==> src/rtl/detectar_baterias_descargada.sv <==
// Dual-channel low-battery detector: per-channel OK/LOW state machine with
// threshold, hysteresis band and consecutive-sample filter, plus sticky flags.
module detectar_baterias_descargada #(
    parameter int WIDTH         = 4,
    parameter int LOW_THRESH    = 0,
    parameter int HYST          = 0,
    parameter int FILTER_CYCLES = 1
) (
    input  logic             clk,
    input  logic             rst,
    input  logic [WIDTH-1:0] carga_bateria1,
    input  logic [WIDTH-1:0] carga_bateria2,
    input  logic             clear_latch,
    output logic             advertencia_bateria_1,
    output logic             advertencia_bateria_2,
    output logic             advertencia_ambas,
    output logic             latch_bateria_1,
    output logic             latch_bateria_2
);

    localparam int CNT_W = $clog2(FILTER_CYCLES + 1);

    // Limits are held one bit wider than the charge so LOW_THRESH+1+HYST cannot wrap.
    localparam logic [WIDTH:0] LOW_LIM  = (WIDTH+1)'(LOW_THRESH);
    localparam logic [WIDTH:0] HIGH_LIM = (WIDTH+1)'(LOW_THRESH + 1 + HYST);
    localparam logic [CNT_W:0] FILT_LIM = (CNT_W+1)'(FILTER_CYCLES);
    localparam logic [CNT_W:0] CNT_STEP = (CNT_W+1)'(1);
    localparam logic [CNT_W-1:0] CNT_INC  = CNT_W'(1);
    localparam logic [CNT_W-1:0] CNT_ZERO = CNT_W'(0);

    generate
        if (FILTER_CYCLES < 1) begin : g_bad_filter
            $error("FILTER_CYCLES must be at least 1");
        end
        if (LOW_THRESH + 1 + HYST > (2 ** WIDTH) - 1) begin : g_bad_thresh
            $error("LOW_THRESH + 1 + HYST must not exceed 2^WIDTH - 1");
        end
    endgenerate

    typedef enum logic {
        ST_OK  = 1'b0,
        ST_LOW = 1'b1
    } chan_state_e;

    chan_state_e      state_r     [2];
    chan_state_e      state_nxt_s [2];
    logic [CNT_W-1:0] cnt_r       [2];
    logic [CNT_W-1:0] cnt_nxt_s   [2];
    logic [WIDTH:0]   carga_s     [2];
    logic [1:0]       low_cond_s;
    logic [1:0]       high_cond_s;
    logic [1:0]       warn_nxt_s;
    logic [1:0]       latch_r;
    logic             ambas_r;

    // Next-state and filter-counter logic for both channels.
    always_comb begin
        carga_s[0] = {1'b0, carga_bateria1};
        carga_s[1] = {1'b0, carga_bateria2};
        low_cond_s  = 2'b00;
        high_cond_s = 2'b00;
        warn_nxt_s  = 2'b00;
        for (int ch = 0; ch < 2; ch++) begin
            low_cond_s[ch]  = (carga_s[ch] <= LOW_LIM);
            high_cond_s[ch] = (carga_s[ch] >= HIGH_LIM);
            state_nxt_s[ch] = state_r[ch];
            cnt_nxt_s[ch]   = CNT_ZERO;
            case (state_r[ch])
                ST_OK: begin
                    if (low_cond_s[ch]) begin
                        if (({1'b0, cnt_r[ch]} + CNT_STEP) == FILT_LIM) begin
                            state_nxt_s[ch] = ST_LOW;
                            cnt_nxt_s[ch]   = CNT_ZERO;
                        end else begin
                            cnt_nxt_s[ch] = cnt_r[ch] + CNT_INC;
                        end
                    end else begin
                        cnt_nxt_s[ch] = CNT_ZERO;
                    end
                end
                ST_LOW: begin
                    // Anything short of high_cond (band or still low) restarts the release count.
                    if (high_cond_s[ch]) begin
                        if (({1'b0, cnt_r[ch]} + CNT_STEP) == FILT_LIM) begin
                            state_nxt_s[ch] = ST_OK;
                            cnt_nxt_s[ch]   = CNT_ZERO;
                        end else begin
                            cnt_nxt_s[ch] = cnt_r[ch] + CNT_INC;
                        end
                    end else begin
                        cnt_nxt_s[ch] = CNT_ZERO;
                    end
                end
                default: begin
                    state_nxt_s[ch] = ST_OK;
                    cnt_nxt_s[ch]   = CNT_ZERO;
                end
            endcase
            warn_nxt_s[ch] = (state_nxt_s[ch] == ST_LOW);
        end
    end

    // State, counter, combined warning and sticky-flag registers.
    always_ff @(posedge clk or posedge rst) begin
        if (rst) begin
            for (int ch = 0; ch < 2; ch++) begin
                state_r[ch] <= ST_OK;
                cnt_r[ch]   <= CNT_ZERO;
            end
            latch_r <= 2'b00;
            ambas_r <= 1'b0;
        end else begin
            for (int ch = 0; ch < 2; ch++) begin
                state_r[ch] <= state_nxt_s[ch];
                cnt_r[ch]   <= cnt_nxt_s[ch];
            end
            // A set on the same edge as clear_latch takes priority.
            latch_r <= warn_nxt_s | (latch_r & {2{~clear_latch}});
            ambas_r <= warn_nxt_s[0] & warn_nxt_s[1];
        end
    end

    assign advertencia_bateria_1 = (state_r[0] == ST_LOW);
    assign advertencia_bateria_2 = (state_r[1] == ST_LOW);
    assign advertencia_ambas     = ambas_r;
    assign latch_bateria_1       = latch_r[0];
    assign latch_bateria_2       = latch_r[1];

endmodule

==> config.mk <==
export PLATFORM = sky130hd
export DESIGN_NAME = detectar_baterias_descargada
export DESIGN_NICKNAME = d
export VERILOG_FILES = /design/src/rtl/detectar_baterias_descargada.sv
export SDC_FILE = /design/constraint.sdc
export NUM_CORES = 1
export LEC_CHECK = 0
export BUFFER_PORTS_ARGS = -buffer_cell sky130_fd_sc_hd__buf_2
export CORE_AREA = 2 2 39 41
export CTS_BUF_LIST = sky130_fd_sc_hd__clkbuf_2 sky130_fd_sc_hd__clkbuf_4 sky130_fd_sc_hd__clkbuf_8
export CTS_CLUSTER_DIAMETER = 100
export DETAILED_ROUTE_END_ITERATION = 10
export DIE_AREA = 0 0 41 43
export GPL_ROUTABILITY_DRIVEN = 0
export MAX_ROUTING_LAYER = met4
export PLACE_DENSITY = 0.41
export REMOVE_ABC_BUFFERS = 1
export SLEW_MARGIN = 40
export SYNTH_ARGS = -nofsm -noshare
export SYNTH_HDL_FRONTEND = slang
export SYNTH_SLANG_ARGS = --single-unit
==> constraint.sdc <==
create_clock -name clk -period 0.8 [get_ports clk]
set_clock_uncertainty 0.15 [all_clocks]
set_input_delay 0.12 -clock clk [delete_from_list [all_inputs] [get_ports clk]]
set_output_delay 0.12 -clock clk [all_outputs]
set_load 0.01 [all_outputs]
## Word level (Yosys, flattened, before mapping)

Cells that the tools add are included.

| word-level totals | value |
|---|---|
| input bits | 11 |
| output and inout port bits | 5 |
| flip-flop bits (word level) | 7 |

| cells by class | value |
|---|---|
| eq/ne operators | 2 |
| bitwise operators | 6 |
| magnitude comparators | 4 |
| add/subtract/negate cells | 4 |
| multiplexer cells | 18 |

Operator list:

| cell | count |
|---|---|
| $mux W1 | 14 |
| $ge A4 B1 Y1 const B | 2 |
| $le A4 B1 Y1 const B | 2 |
| $pmux W1 S2 | 4 |
| $add A1 B1 Y2 const B | 2 |
| $eq A2 B1 Y1 const B | 2 |
| $not A1 Y1 | 3 |
| $add A1 B1 Y1 const B | 2 |
| $and A2 B2 Y2 | 1 |
| $or A2 B2 Y2 | 1 |
| $and A1 B1 Y1 | 1 |

## Longest topological paths before layout

| logic depth | value |
|---|---|
| depth in word-level cells | 6 |
| depth in mapped cells | 2 |
| mapped depth without buffers | 2 |

## Worst setup path after synthesis

OpenSTA, ideal clock, no wires.

| timing path | value |
|---|---|
| kind | input-to-reg |
| from | input carga_bateria2[0] |
| to | register ambas_r (netlist: advertencia_ambas) |
| stages | 2 |
| required time | 0.580 ns |
| library setup time | 0.070 ns |
| path buffers | 0 |
| setup slack | -0.168 ns |
| arrival time | 0.748 ns |
| path through | or4_4 > nor2_2 |

| between the ends | value |
|---|---|
| longest elaborated chain between the ends | 4 |

Ends and longest elaborated chain:

| element | RTL line | source |
|---|---|---|
| start, declared | 12 | `input logic [WIDTH-1:0] carga_bateria2,` |
| $ge A4 B1 Y1 / $le A4 B1 Y1 (equally long branches) | 65, 64 |  |
| $mux W1, on equally long branches | 83, 70 |  |
| $pmux W1 S2 (*) | 68 | `case (state_r[ch])` |
| $and A1 B1 Y1 (*) | 119 | `ambas_r <= warn_nxt_s[0] & warn_nxt_s[1];` |
| end signal, assigned | 119 |  |
| end, declared | 54 | `logic ambas_r;` |

Every way passes the cells marked *; elsewhere a longest branch is shown, timed or not.

## Final worst setup path

| timing path | value |
|---|---|
| from | register latch_r[1] |
| to | output latch_bateria_2 |

RTL lines:

| element | RTL line | source |
|---|---|---|
| start, declared | 53 | `logic [1:0] latch_r;` |
| start signal, assigned | 118 | `latch_r <= warn_nxt_s \| (latch_r & {2{~clear_latch}});` |
| end, declared | 18 | `output logic latch_bateria_2` |

No word-level cell between the ends.

==> run_results.csv <==
group,metric,value,unit
synthesis,synth_area,183,um2
power_and_ir_drop,cellLeakagePower,0.000207,uW
timing,max_freq,992,MHz
synthesis,ys_ff_latch,5,
clocking,clkTransAtPathRegs,0.04,ns
worst_setup_path,endpoint_kind,"primary output",
cells_and_area,nets,48,
clocking,clk_latency,0.24,ns
placement,dpl_cell_area,278,um2
worst_setup_path,critical_path_class,"flip-flop to primary output",
worst_setup_path,cp_top_family,"flip-flops",
floorplan,die_w,41,um
synthesis,synth_cells,15,
worst_setup_path,cp-start-kind,"flip-flop",
worst_setup_path,crit_fanout,2,
synthesis,ys_warn_count,0,
clocking,cts-hold-fix-buffers,1,
clocking,cts_root_buffer,"clkbuf_4",
routing,vias,175,
routing,drt_wl_total,425,um
cells_and_area,stdcell_count,52,
outcome,violations,"negative hold slack, negative setup slack",
worst_setup_path,path_buf_inv,1,
clocking,clock_path_buffers,2,
synthesis,syn_avg_cell_area,12.2,um2
cells_and_area,seq_area,125,um2
routing,initialDrtViolationCount,0,
cells_and_area,synthToLayoutAreaGrowth,93.8,%
job,drv_cap,0,
clocking,cts.sinks,5,
worst_setup_path,reg2reg_from,"latch_r[1]",
worst_setup_path,worstPathRequired,0.53,ns
routing,dr.pass1.iters,1,
synthesis,synth.distinct_cells,5,
timing,maxSlewViolCount,0,
routing,antenna_left,0,
floorplan,rows,14,
synthesis,ys_seq_area_share,68.5,%
timing,setup_viol,9,
cells_and_area,fillers,153,
placement,dp_cells,46,
floorplan,dieHeight,43,um
outcome,status,"finished, violations left",
timing,worst_pin_slew,0.196,ns
worst_setup_path,cpMaxStageDelayCell,"dfrtp_1",
floorplan,core,1380,um2
grt,track_usage,5.57,%
cells_and_area,final_area,354,um2
power_and_ir_drop,power_density,1870,nW/um2
routing,post_drt_wl_per_cell,8.17,um
timing,holdWs,-0.0797,ns
cells_and_area,antennaDiodeCount,0,
min_path,hp-class,"input pin to flip-flop",
cells_and_area,drive_above_1_share,72.2,%
grt,grt_max_degree,6,
clocking,cts_tree,"yes",
timing,fin_ws,-0.208,ns
grt,grt_pass1_vias,162,
floorplan,start_util,13.2,%
timing,fin_crit_sh,126,%
grt,grt_overflow,0,
routing,drc_errors,0,
worst_setup_path,cpPeakStageDelay,0.36,ns
clocking,cts_buffers,3,
worst_setup_path,crit_start,"latch_r[1]",
timing,min_period,1.01,ns
grt,grt_pass1_wl,607,um
floorplan,dieArea,1760,um2
grt,antenna_found_initial,0,
cells_and_area,multi_input_area,42.5,um2
clocking,htreeDepth,1,
timing,rsz0062_at_grt,"yes",
floorplan,ios,16,
worst_setup_path,path_cells,"buf_2",
timing,slew_headroom,86.9,%
placement,io_buffers,15,
routing,viasPerCell,3.37,
power_and_ir_drop,ir_worst_vdd,378,uV
worst_setup_path,arrival,0.74,ns
timing,hold_violations,5,
min_path,hp-start,"clear_latch",
==> worst register-to-register path: stages, from the launching register on <==
cell and delay [ns]:
dfrtp_1 0.36, buf_4 0.13, inv_2 0.03, o21ai_1 0.05
==> Yosys cell counts <==
| cell | instances | area, um2 |
|---|---|---|
| nor2_2 | 1 | 6.26 |
| dfrtp_1 | 5 | 125 |
| inv_1 | 5 | 18.8 |
| or4_4 | 2 | 22.5 |
| o21ai_0 | 2 | 10.0 |
==> per-layer routing <==
| metal | vias up | global-route usage (%) | wire [um] |
|---|---|---|---|
| met3 | 0 | 2.62 | 90 |
| met1 | 71 | 6.49 | 154 |
| met2 | 16 | 6.25 | 181 |
| met4 | 0 | 6.00 | 0 |
| met5 | - | - | 0 |
| li1 | 88 | - | - |
==> where the power goes <==
part	total [uW]	internal, uW	leakage [uW]	switching (uW)
registers	265	262	0.0000684	2.83
logic	76.9	48.5	0.000120	28.4
clock network	319	222	0.0000184	97.1
==> cell usage in the layout, fill, tap and decap left out, drive strengths merged <==
cell type,netlist,routed
inv,5,5
dfrtp,5,5
or4,2,2
clkbuf,0,4
nor2,1,1
dlygate4sd3,0,1
buf,0,16
o21ai,2,2
==> worst paths after layout <==
kind / to / cells after the start / slack [ns]
setup / recovery: latch_bateria_2 / 1 / -0.21
hold / removal: latch_r[0] / 2 / -0.08
setup reg to reg: latch_r[1] / 3 / -0.04
hold reg to reg: latch_r[0] / 2 / 0.35
max in group asynchronous: latch_r[0] / 3 / 0.15
min in group asynchronous: advertencia_ambas / 3 / 0.17
==> registers in the layout, indices dropped and copies added, names as in the netlist <==
| name | flops |
|---|---|
| advertencia_ambas | 1 |
| advertencia_bateria_1 | 1 |
| advertencia_bateria_2 | 1 |
| latch_r | 2 |
==> layout make-up <==
class	count	area share (%)
Sequential cell	5	35.3
Timing Repair Buffer	17	33.2
Multi-Input combinational cell	5	12.0
Clock buffer	4	8.48
Tap cell	16	5.65
Inverter	5	5.30
==> cells by family after synthesis <==
kind of cell           after synthesis  share of synthesized area [%]
AND/OR/NAND/NOR                      3                           15.8
AO/OA/AOI/OAI                        2                           5.48
flip-flops                           5                           68.5
buffers and inverters                5                           10.3
==> what timing repair did <==
action | in CTS | in global routing
setup buffers | 1 | 0
setup endpoints to repair | 9 | 10
gates cloned | 0 | 0
resized for setup | 4 | 5
hold endpoints to repair | 10 | 5
pin swaps | 2 | 3
==> per-stage QoR <==
step	setup slack [ns]	utilization [%]	total power (uW)	TNS, ns	hold slack [ns]
floorplan	-0.168	-	288	-0.718	-0.251
global placement	-0.292	20.1	323	-1.34	-0.128
detailed placement	-0.293	20.1	323	-1.37	-0.125
CTS	-0.219	24.0	670	-1.16	-0.0961
global route	-0.245	25.6	708	-1.32	-0.0860
finish	-0.208	25.6	661	-1.08	-0.0797
(Power assumes the default switching activity.)
